--- src/rtl/ecc_seq_pkg.sv ---
// Shared definitions for the operand-RAM sequencer of the scalar-multiplier datapath:
// default widths, the watchdog limit and the FSM state encoding.
package ecc_seq_pkg;

    localparam int DEF_DATA    = 256;
    localparam int DEF_ADDR    = 3;
    localparam int DEF_TIMEOUT = 1024;

    typedef enum logic [2:0] {
        ST_IDLE  = 3'd0,
        ST_READ  = 3'd1,
        ST_CAPT  = 3'd2,
        ST_ISSUE = 3'd3,
        ST_WAIT  = 3'd4,
        ST_WB    = 3'd5
    } seq_state_t;

endpackage

--- src/rtl/seq_watchdog.sv ---
// Multiplier-response watchdog. A clear pulse reloads the timer with TIMEOUT-1;
// while enabled it counts down and flags expiry at terminal count zero, which is
// reached on the TIMEOUT-th enabled cycle after the clear.
module seq_watchdog
    import ecc_seq_pkg::*;
#(
    parameter int TIMEOUT = DEF_TIMEOUT
) (
    input  logic clk,
    input  logic rst,
    input  logic clear,
    input  logic enable,
    output logic expired
);

    localparam int            CW   = (TIMEOUT > 2) ? $clog2(TIMEOUT) : 1;
    localparam logic [CW-1:0] LOAD = CW'(TIMEOUT - 1);

    logic [CW-1:0] cnt;

    // Down-counter: reload on clear, hold at zero once the terminal count is hit.
    always_ff @(posedge clk or posedge rst) begin
        if (rst) begin
            cnt <= '0;
        end else if (clear) begin
            cnt <= LOAD;
        end else if (enable && (cnt != '0)) begin
            cnt <= cnt - CW'(1);
        end
    end

    assign expired = enable && (cnt == '0);

endmodule

--- src/rtl/ram_op_sequencer.sv ---
// Operand-RAM sequencer: reads two operands in parallel on RAM ports A and B,
// launches the field multiplier and writes the product back through port A.
// Optional build macro SEQ_TIMEOUT_EN adds a multiplier-response watchdog that
// abandons the operation (err pulse, no write-back) after TIMEOUT cycles in WAIT.
//
// state | meaning
// ------+---------------------------------------------------------------
// IDLE  | cmd_ready high, waiting for a command
// READ  | both RAM ports addressed with the sources, RAM registers data
// CAPT  | RAM read data valid, captured into the operand registers
// ISSUE | mul_start pulse, operands stable
// WAIT  | waiting for mul_done (watchdog running when enabled)
// WB    | product written to dst through port A, done pulse
module ram_op_sequencer
    import ecc_seq_pkg::*;
#(
    parameter int DATA    = DEF_DATA,
    parameter int ADDR    = DEF_ADDR,
    parameter int TIMEOUT = DEF_TIMEOUT
) (
    input  logic            clk,
    input  logic            rst,
    input  logic            cmd_valid,
    output logic            cmd_ready,
    input  logic [ADDR-1:0] cmd_src_a,
    input  logic [ADDR-1:0] cmd_src_b,
    input  logic [ADDR-1:0] cmd_dst,
    output logic            a_w,
    output logic [ADDR-1:0] a_adbus,
    output logic [DATA-1:0] a_data_in,
    input  logic [DATA-1:0] a_data_out,
    output logic            b_w,
    output logic [ADDR-1:0] b_adbus,
    output logic [DATA-1:0] b_data_in,
    input  logic [DATA-1:0] b_data_out,
    output logic            mul_start,
    output logic [DATA-1:0] mul_op_a,
    output logic [DATA-1:0] mul_op_b,
    input  logic            mul_done,
    input  logic [DATA-1:0] mul_result,
    output logic            busy,
    output logic            done,
    output logic            err
);

    seq_state_t      state;
    logic [ADDR-1:0] src_a_q;
    logic [ADDR-1:0] src_b_q;
    logic [ADDR-1:0] dst_q;
    logic [DATA-1:0] result_q;

`ifdef SEQ_TIMEOUT_EN
    logic wd_expired;
    logic err_q;

    // Timer restarts on the ISSUE->WAIT transition and runs only while waiting.
    seq_watchdog #(
        .TIMEOUT (TIMEOUT)
    ) u_watchdog (
        .clk     (clk),
        .rst     (rst),
        .clear   (state == ST_ISSUE),
        .enable  (state == ST_WAIT),
        .expired (wd_expired)
    );

    assign err = err_q;
`else
    assign err = 1'b0;
`endif

    // Port B is read-only; port A switches to the destination only while writing back.
    assign b_w       = 1'b0;
    assign b_data_in = '0;
    assign b_adbus   = src_b_q;
    assign a_adbus   = a_w ? dst_q : src_a_q;
    assign a_data_in = result_q;

    // Sequencing FSM; every strobe is registered from the state being entered.
    always_ff @(posedge clk or posedge rst) begin
        if (rst) begin
            state     <= ST_IDLE;
            src_a_q   <= '0;
            src_b_q   <= '0;
            dst_q     <= '0;
            result_q  <= '0;
            mul_op_a  <= '0;
            mul_op_b  <= '0;
            cmd_ready <= 1'b0;
            busy      <= 1'b0;
            a_w       <= 1'b0;
            mul_start <= 1'b0;
            done      <= 1'b0;
`ifdef SEQ_TIMEOUT_EN
            err_q     <= 1'b0;
`endif
        end else begin
            cmd_ready <= 1'b0;
            busy      <= 1'b1;
            a_w       <= 1'b0;
            mul_start <= 1'b0;
            done      <= 1'b0;
`ifdef SEQ_TIMEOUT_EN
            err_q     <= 1'b0;
`endif
            case (state)
                ST_IDLE: begin
                    cmd_ready <= 1'b1;
                    busy      <= 1'b0;
                    if (cmd_valid && cmd_ready) begin
                        src_a_q   <= cmd_src_a;
                        src_b_q   <= cmd_src_b;
                        dst_q     <= cmd_dst;
                        cmd_ready <= 1'b0;
                        busy      <= 1'b1;
                        state     <= ST_READ;
                    end
                end
                ST_READ: begin
                    state <= ST_CAPT;
                end
                ST_CAPT: begin
                    mul_op_a  <= a_data_out;
                    mul_op_b  <= b_data_out;
                    mul_start <= 1'b1;
                    state     <= ST_ISSUE;
                end
                ST_ISSUE: begin
                    state <= ST_WAIT;
                end
                ST_WAIT: begin
                    // A response on the limit cycle still wins over the timeout.
                    if (mul_done) begin
                        result_q <= mul_result;
                        a_w      <= 1'b1;
                        done     <= 1'b1;
                        state    <= ST_WB;
                    end
`ifdef SEQ_TIMEOUT_EN
                    else if (wd_expired) begin
                        err_q     <= 1'b1;
                        cmd_ready <= 1'b1;
                        busy      <= 1'b0;
                        state     <= ST_IDLE;
                    end
`endif
                end
                ST_WB: begin
                    cmd_ready <= 1'b1;
                    busy      <= 1'b0;
                    state     <= ST_IDLE;
                end
                default: begin
                    busy  <= 1'b0;
                    state <= ST_IDLE;
                end
            endcase
        end
    end

endmodule

--- config.mk ---
export PLATFORM = sky130hd
export DESIGN_NAME = ram_op_sequencer
export DESIGN_NICKNAME = d
export VERILOG_FILES = /design/src/rtl/ecc_seq_pkg.sv /design/src/rtl/seq_watchdog.sv /design/src/rtl/ram_op_sequencer.sv
export SDC_FILE = /design/constraint.sdc
export NUM_CORES = 1
export LEC_CHECK = 0
export ABC_CLOCK_PERIOD_IN_PS = 40200
export BUFFER_PORTS_ARGS = -buffer_cell sky130_fd_sc_hd__buf_2
export CAP_MARGIN = 20
export CORE_AREA = 2 2 707 709
export CTS_BUF_LIST = sky130_fd_sc_hd__clkbuf_4
export DETAILED_ROUTE_END_ITERATION = 6
export DIE_AREA = 0 0 709 711
export REMOVE_ABC_BUFFERS = 1
export SLEW_MARGIN = 40
export SYNTH_ARGS = -nofsm -noshare
export SYNTH_HDL_FRONTEND = slang
export SYNTH_HIERARCHICAL = 1
export SYNTH_SLANG_ARGS = --single-unit
export TNS_END_PERCENT = 20
--- constraint.sdc ---
create_clock -name clk -period 40.2 [get_ports clk]
set_input_delay 10.05 -clock clk [delete_from_list [all_inputs] [get_ports clk]]
set_output_delay 10.05 -clock clk [all_outputs]
set_load 0.03 [all_outputs]
* Word level (Yosys, flattened, before mapping)
Index checks and enable logic that the tools add are counted. Widths: inputs -> output; s select.
Word-level totals: flip-flop bits (word level) 784, word-level logic and storage cells 35
Cells by class: equal/unequal tests 7, reductions and logical operators 6, muxes and demuxes 11
Operator list (count):
- $pmux 3 s5 | 1
- $mux 3 | 3
- $eq 3x2->1 const B | 2
- $eq 3x3->1 const B | 2
- $reduce_and 2->1 | 3
- $mux 1 | 5
- $ne 2x2->1 const B | 2
- $pmux 1 s2 | 2
- $reduce_or 4->1 | 1
- $eq 3x1->1 const B | 1
- $logic_not 3->1 | 1
- $logic_and 1x1->1 | 1

* Depth between registers and ports, before layout
Gate-level depths: netlist of the first run.
word-level depth 3, depth in mapped cells 7

* Worst setup path before layout of the first run
OpenSTA, ideal clock, no wires.
kind input port to flip-flop, start point input port mul_done, end point register result_q[100], in the netlist a_data_in[100], slack 29.137 ns, stages on the path 5, data arrival time 10.938 ns, cell sequence and3_4 buf_6 buf_12 buf_12 mux2_4
Between the ends: word-level cells in the longest chain between the ends 1
RTL lines:
- start, declared | line ram_op_sequencer.sv:39 | input logic mul_done,
- $reduce_and 2->1 (no line)
- end signal, assigned | line ram_op_sequencer.sv:134 | result_q <= mul_result;
- end, declared | line ram_op_sequencer.sv:50 | logic [DATA-1:0] result_q;
No other way between the ends. A chain may end at the register's enable or synchronous reset.

* Worst setup path in the final report of the first run
start point input port mul_done, end point register result_q[8], in the netlist a_data_in[8]
Same word-level chain as after synthesis.

==> key figures, run 1 <==
Detailed routing
  – DRC viols: 0
  – Via Count: ~25000
  – Total wire length: approximately 340000 µm
  – Highest Signal Layer: met5
  – 1st-pass router iterations: 5
  – WL met2: ~160000 µm
  – Final antenna-violating net count: 0
  – Drt first-iter violations: 1370
  – Vias per std cell: approximately 2.4
  – M1 wire length: around 120000 µm
  – Drt wl/cell: ~31 µm
  – Met3 WL: approximately 51000 µm

Synth
  – Post-synthesis cell count: roughly 1900
  – Top post-synthesis cells by area: dfrtp_1 61%, mux2_1 14%, mux2_4 9.7%
  – Cell Area, Synth: roughly 0.032 mm²
  – Synth area leader: dfrtp_1
  – Post-synthesis sequential area ratio: 0.606
  – Warnings from Yosys: 6
  – Synth top area share: 0.606
  – Number of library cell types mapped by synthesis: 22
  – Mean Syn Cell Area: between 15 and 20 µm²
  – Post-synthesis register bit count: 784

Floorplanning
  – Die ar.: between 0.5 and 0.6 mm²
  – Die Span Y: 711 µm
  – FP Rows: 259
  – Initial core utilization: 0.0653
  – Core area: 0.496 mm²
  – IO Count: roughly 1800
  – Die W: 709 µm

Worst setup path
  – Data arrival, critical path: around 15000 ps
  – WS Path Type: in2reg
  – CP delay by family, top: buffers and inverters
  – Setup crit start kind: input pin
  – Worst path bufs/invs: 8
  – Cell Chain, Critical Path: buf_2 > and3_4 > buf_4 > buf_4 > buf_12 > buf_6 > buf_4 > buf_12 > buf_4 > mux2_2
  – CP Max Fanout: 55
  – CP dominant cell by count: buf_4
  – Worst path slowest cell: buf_4
  – Slack of the worst reg-to-reg path: between 30000 and 40000 ps
  – CP max stage delay: approximately 730 ps
  – Critical Path RT: 41410 ps
  – Critical Path End Type: flip-flop

Job
  – Max-Cap Viols: 0

Timing
  – RSZ-0062 raised after global routing: false
  – Worst slew pin tran: between 900 and 1000 ps
  – Final period util: 0.339
  – Layout Skew: 168 ps
  – Final worst path period need: ~14000 ps
  – Final worst slack: roughly 27000 ps
  – Max Transition Viols Final: 0
  – Hold_ws: approximately 470 ps
  – Fmax: between 0.07 and 0.08 GHz
  – Final Setup Violations: 0
  – Slew HR: 0.367
  – Endpoints failing hold: 0

Final layout
  – Post-Layout Cell Count: between 10000 and 15000
  – Layout area overhead: 55.1%
  – Final nets: ~4500
  – Layout cells sized above 1: 0.605
  – # fillers: between 50000 and 60000
  – Fin area: roughly 0.050 mm²

CTS
  – Cts hold-fix bufs: 0
  – Setup bufs post-CTS: 0
  – Clk pin slew, worst setup/hold paths: roughly 60 ps
  – Clock Latency Late Sink: between 1000 and 1500 ps
  – CTS tree: yes
  – CTS max path bufs: 4
  – CTS root buf: clkbuf_4
  – Total clock sinks: 784
  – Total CTS buffers: 245
  – H-tree Lvls: 4
  – Resized Gates After CTS: 0

Global route
  – Number of global-route vias before repair: around 25000
  – First-pass GRT wire length: just under 400000 µm
  – Total global-route track usage: 0.128
  – GR Overflow Total: 0
  – Largest net degree at the start of global routing: 95
  – Antenna violations before repair: between 400 and 500

Outcome
  – Status: finished, final reports clean

Pwr
  – Pleak: ~0.022 µW
  – Final Power: between 5000 and 6000 µW
  – Power per cell area: approximately 100 mW/mm²
  – Peak supply drop: slightly below 0.04 mV

Placed design
  – Post-DP Area: around 0.047 mm²
  – Placer Congestion: around 0.93
  – Dpl cells: 10100
  – Hpwl dp: approximately 300000 µm
  – IO buf count: about 1600
  – Pre-CTS WS: between 20000 and 30000 ps

Hold path
  – Worst Hold Class: reg2reg
==> flip-flops by register name, summed over array words and instances (netlist names) <==
name       cells
a_data_in    256
mul_op_a     256
mul_op_b     256
b_adbus        3
dst_q          3
src_a_q        3
state          3
busy           1
cmd_ready      1
done           1
mul_start      1
==> power by group <==
part           internal, µW  switching [µW]
clock                   405             438
sequential             1190             282
combinational           716            2010
total                  2310            2730
==> per-layer routing <==
| metal | up-vias | track usage |
|---|---|---|
| li1 | 10000 | - |
| met1 | 12300 | 0.129 |
| met2 | 1949 | 0.213 |
| met3 | 855 | 0.0891 |
| met4 | 168 | 0.0346 |
| met5 | - | 0 |
==> logic make-up after synthesis <==
group / after synthesis / synth area share
AOI/OAI and AO/OA: 2 / 0.000309
buffers and inverters: 348 / 0.0956
xor gates and xnor gates: 1 / 0.000270
and+or+nand+nor: 10 / 0.00209
muxes: 782 / 0.296
DFF: 784 / 0.606
other: 1 / 0.000116
==> cells in the final DEF (no fill, tap or decap), types with 20 or more instances in the layout <==
cell / Yosys / routed
diode_2: 0 / 170
mux2_1: 400 / 400
clkbuf_4: 0 / 325
buf_2: 5 / 1559
clkinv_1: 0 / 70
conb_1: 1 / 258
mux2_4: 209 / 209
dfrtp_1: 784 / 784
mux2_2: 171 / 171
clkinv_2: 0 / 20
==> worst paths after layout <==
| check | start | end | depth (start not counted) |
|---|---|---|---|
| setup reg to reg | state[0] | a_data_in[8] | 10 |
| hold / removal | mul_op_a[93] | mul_op_a[93] | 1 |
| setup / recovery | mul_done | a_data_in[8] | 10 |
| hold reg to reg | mul_op_a[93] | mul_op_a[93] | 1 |
| max in group asynchronous | rst | mul_op_b[226] | 7 |
| min in group asynchronous | rst | a_data_in[34] | 2 |
==> synth_stat cells, drive strengths merged <==
cell / number
xnor2: 1
o21ai: 1
nand3b: 1
dfrtp: 784
mux2i: 2
inv: 1
mux2: 780
conb: 1
and4b: 1
a21oi: 1
and3: 1
nand2b: 1
buf: 347
nor3b: 2
nor2: 4
==> worst register-to-register path, cell delays in order, from the launching register on <==
cell     delay, ps
dfrtp_1        480
nor2_2         220
and3_4         510
buf_4          760
buf_4          560
buf_12         310
buf_6          590
buf_4          500
buf_12         310
buf_4          680
mux2_2         480
==> cell type report <==
class                      instances  area, µm²  area share
antenna                          170        425     0.00847
clock buffer                     325       2440      0.0486
clock inverter                   105        602      0.0120
inverter                           1       11.3    0.000224
multi-input combinational       1053      10600       0.212
sequential                       784      19600       0.391
tap                             6655       8330       0.166
timing repair buffer            1590       8160       0.162
==> per-stage QoR <==
stage / utilization / setup TNS (ps)
6_report: 0.101 / 0
3_3_place_gp: 0.0940 / 0
2_1_floorplan: - / -757210
4_1_cts: 0.100 / 0
5_1_grt: 0.101 / 0
3_5_place_dp: 0.0941 / 0
No activity file was read; power rests on OpenSTA's default activity.
==> run 2, diff against run 1 <==
Settings changed: ABC_AREA set to 1, ABC_CLOCK_PERIOD_IN_PS 40200 to 13950.
Clock period 40.2 ns to 13.95 ns, I/O delays scaled along.
==> run 2 against run 1 <==
  * Sequential share of layout area fell by 0.29 points
  * Synthesized area barely moved
  * Critical path depth fell by 8
  * Sequential cell count did not move
  * Core utilization rose by 0.078 points
  * Critical path type is now reg2out
  * Highest routed layer unchanged
==> key figures, run 2 <==
Final layout
  – Seq. cell area: around 0.020 mm²
  – Commonest non-fill, non-tap cells in the layout: 2071 x nand2_1, 1558 x buf_2, 783 x dfrtp_1
  – Most common cell after layout, fill and taps aside: nand2_1
  – Layout cells sized above 1: 0.366
  – # fillers: 58000
  – Final Util: 0.102
  – Final nets: 6024
  – Area of the multi-input gates: ~0.011 mm²
  – Layout area overhead: 56.4%

Synth
  – Post-synth EDFFs: 0
  – Asr flop ratio synth: 1.00
  – Synth area leader: dfrtp_1
  – Number of library cell types mapped by synthesis: 19
  – Post-synthesis register bit count: 784
  – Most frequent cells after synthesis: 2071 x nand2_1, 784 x dfrtp_1, 312 x buf_4
  – Post-synthesis cell count: around 3600
  – Synth top area share: 0.606
  – Most frequent cell after synthesis: nand2_1
  – Main flop type after synthesis: dfrtp_1
  – Warnings from Yosys: 6
  – Post-synthesis sequential area ratio: 0.606
  – Mean Syn Cell Area: 8.91 µm²
  – Cell Area, Synth: ~0.032 mm²
  – Top post-synthesis cells by area: dfrtp_1 61%, nand2_1 24%, buf_4 7.2%

Global route
  – First-pass GRT wire length: approximately 420000 µm
  – Total global-route track usage: 0.133
  – Number of global-route vias before repair: between 30000 and 40000
  – Largest net degree at the start of global routing: between 150 and 200
  – GR Overflow Total: 0
  – Antenna violations before repair: 345

Timing
  – Final period util: 0.420
  – Endpoints failing hold: 0
  – Hold_ws: between 400 and 500 ps
  – RSZ-0062 raised after global routing: false
  – Final Setup Violations: 0
  – Max Transition Viols Final: 0
  – Final worst path period need: around 5900 ps
  – Layout Skew: 97.0 ps
  – Fmax: around 0.17 GHz
  – Slew HR: 0.392
  – Setup TNS Final: 0 ps
  – Worst slew pin tran: slightly above 900 ps

CTS
  – CTS max path bufs: 4
  – Clk pin slew, worst setup/hold paths: 60 ps
  – CTS tree: yes
  – Resized Gates After CTS: 0
  – Total CTS buffers: around 240
  – H-tree Lvls: 4
  – Clock Latency Late Sink: around 1400 ps
  – Setup bufs post-CTS: 0
  – Cts hold-fix bufs: 0
  – CTS root buf: clkbuf_4
  – Total clock sinks: 784

Detailed routing
  – Final antenna-violating net count: 0
  – DRC viols: 0
  – Drt wl/cell: around 28 µm
  – Via Count: 33700
  – Total wire length: between 300000 and 400000 µm
  – Drt first-iter violations: around 2600
  – 1st-pass router iterations: 5
  – Vias per std cell: about 2.7

Floorplanning
  – Die ar.: between 0.5 and 0.6 mm²
  – FP Rows: 259
  – Initial core utilization: 0.0652
  – Die Span Y: 711 µm
  – IO Count: about 1800
  – Die W: 709 µm
  – Core area: between 0.4 and 0.5 mm²

Hold path
  – Hold_sp: a_data_in[185]
  – Hold Path Cell Cnt: 2
  – Worst Hold Class: reg2reg
  – Hold Path End: a_data_in[185]

Pwr
  – Final Power: between 10000 and 15000 µW
  – Power per cell area: around 280 mW/mm²
  – Pleak: roughly 0.026 µW
  – Peak supply drop: roughly 0.15 mV

Placed design
  – Placer Congestion: between 0.9 and 1
  – IO buf count: around 1600
  – Hpwl dp: slightly above 300000 µm

Worst setup path
  – Cell Chain, Critical Path: mux2_2 > buf_2
  – Critical Path End Type: output port
  – Critical Path RT: 10460 ps
  – Worst r2r src: state[2]
  – Worst path slowest cell: dfrtp_1
  – Setup crit start kind: flip-flop
  – Slack of the worst reg-to-reg path: 9520 ps
  – CP max stage delay: a little over 500 ps
  – Crit path from: done
  – Reg2Reg Capture Point: mul_op_a[86]
  – WS Path Type: reg2out
  – R2R cell count: 8
  – Data arrival, critical path: between 2000 and 2500 ps
  – CP Max Fanout: 5

Job
  – Max-Cap Viols: 0

Outcome
  – Status: finished, final reports clean
-- run 2: cell count changes after synthesis, moves of 50 or more --
cell     before   now
mux2_4      209     0
nand2_1       0  2071
buf_2         5   129
buf_4       262   312
nand4_1       0   265
mux2_2      171     3
mux2_1      400     0
buf_6        56     1
-- run 2: kinds of logic after synthesis --
logic type	synth area share
AND/OR/NAND/NOR	0.293
other	0.000116
flip-flops	0.606
buffers and inverters	0.0992
AO/OA/AOI/OAI	0.000696
multiplexers	0.00104
-- run 2: worst max-delay path: cells and delay by family (launching register included) --
family | cells | cell delay [ps]
buffers and inverters | 1 | 190
flip-flops | 1 | 510
multiplexers | 1 | 410
-- run 2: layer usage --
layer,routed length [µm],GRT usage
met3,56900,0.0996
met1,115000,0.127
met5,884,0
met2,161000,0.215
met4,16200,0.0569
-- run 2: where the power goes --
| part | leakage, µW | switching [µW] | internal [µW] |
|---|---|---|---|
| clock | 0.00189 | 1250 | 1230 |
| combinational | 0.0143 | 6360 | 1460 |
| sequential | 0.00972 | 673 | 3370 |
| total | 0.0259 | 8280 | 6060 |
-- run 2: how the worst max path moves through the flow --
stage	end	slack (ps)	cells past startpoint
2_1_floorplan	a_data_in[0]	-11550	1
5_1_grt	a_adbus[2]	7840	2
3_5_place_dp	a_data_in[105]	7650	7
4_1_cts	a_adbus[2]	7800	2
6_report	a_adbus[2]	8090	2
3_3_place_gp	a_data_in[148]	7560	6
-- run 2: cell type report --
type,instances,share of cell area
sequential,784,0.388
multi-input combinational,2609,0.208
timing repair buffer,1598,0.165
tap,6655,0.165
clock buffer,347,0.0515
clock inverter,103,0.0113
antenna,219,0.0108
inverter,8,0.00131
-- run 2: stage by stage --
step	std cells	setup WS, ps	instance area, µm²
finish	12300	8090	50600
global route	12200	7840	50400
CTS	12100	7800	49900
detailed placement	11700	7650	46800
global placement	11600	7560	46700
floorplan	3401	-11550	30200
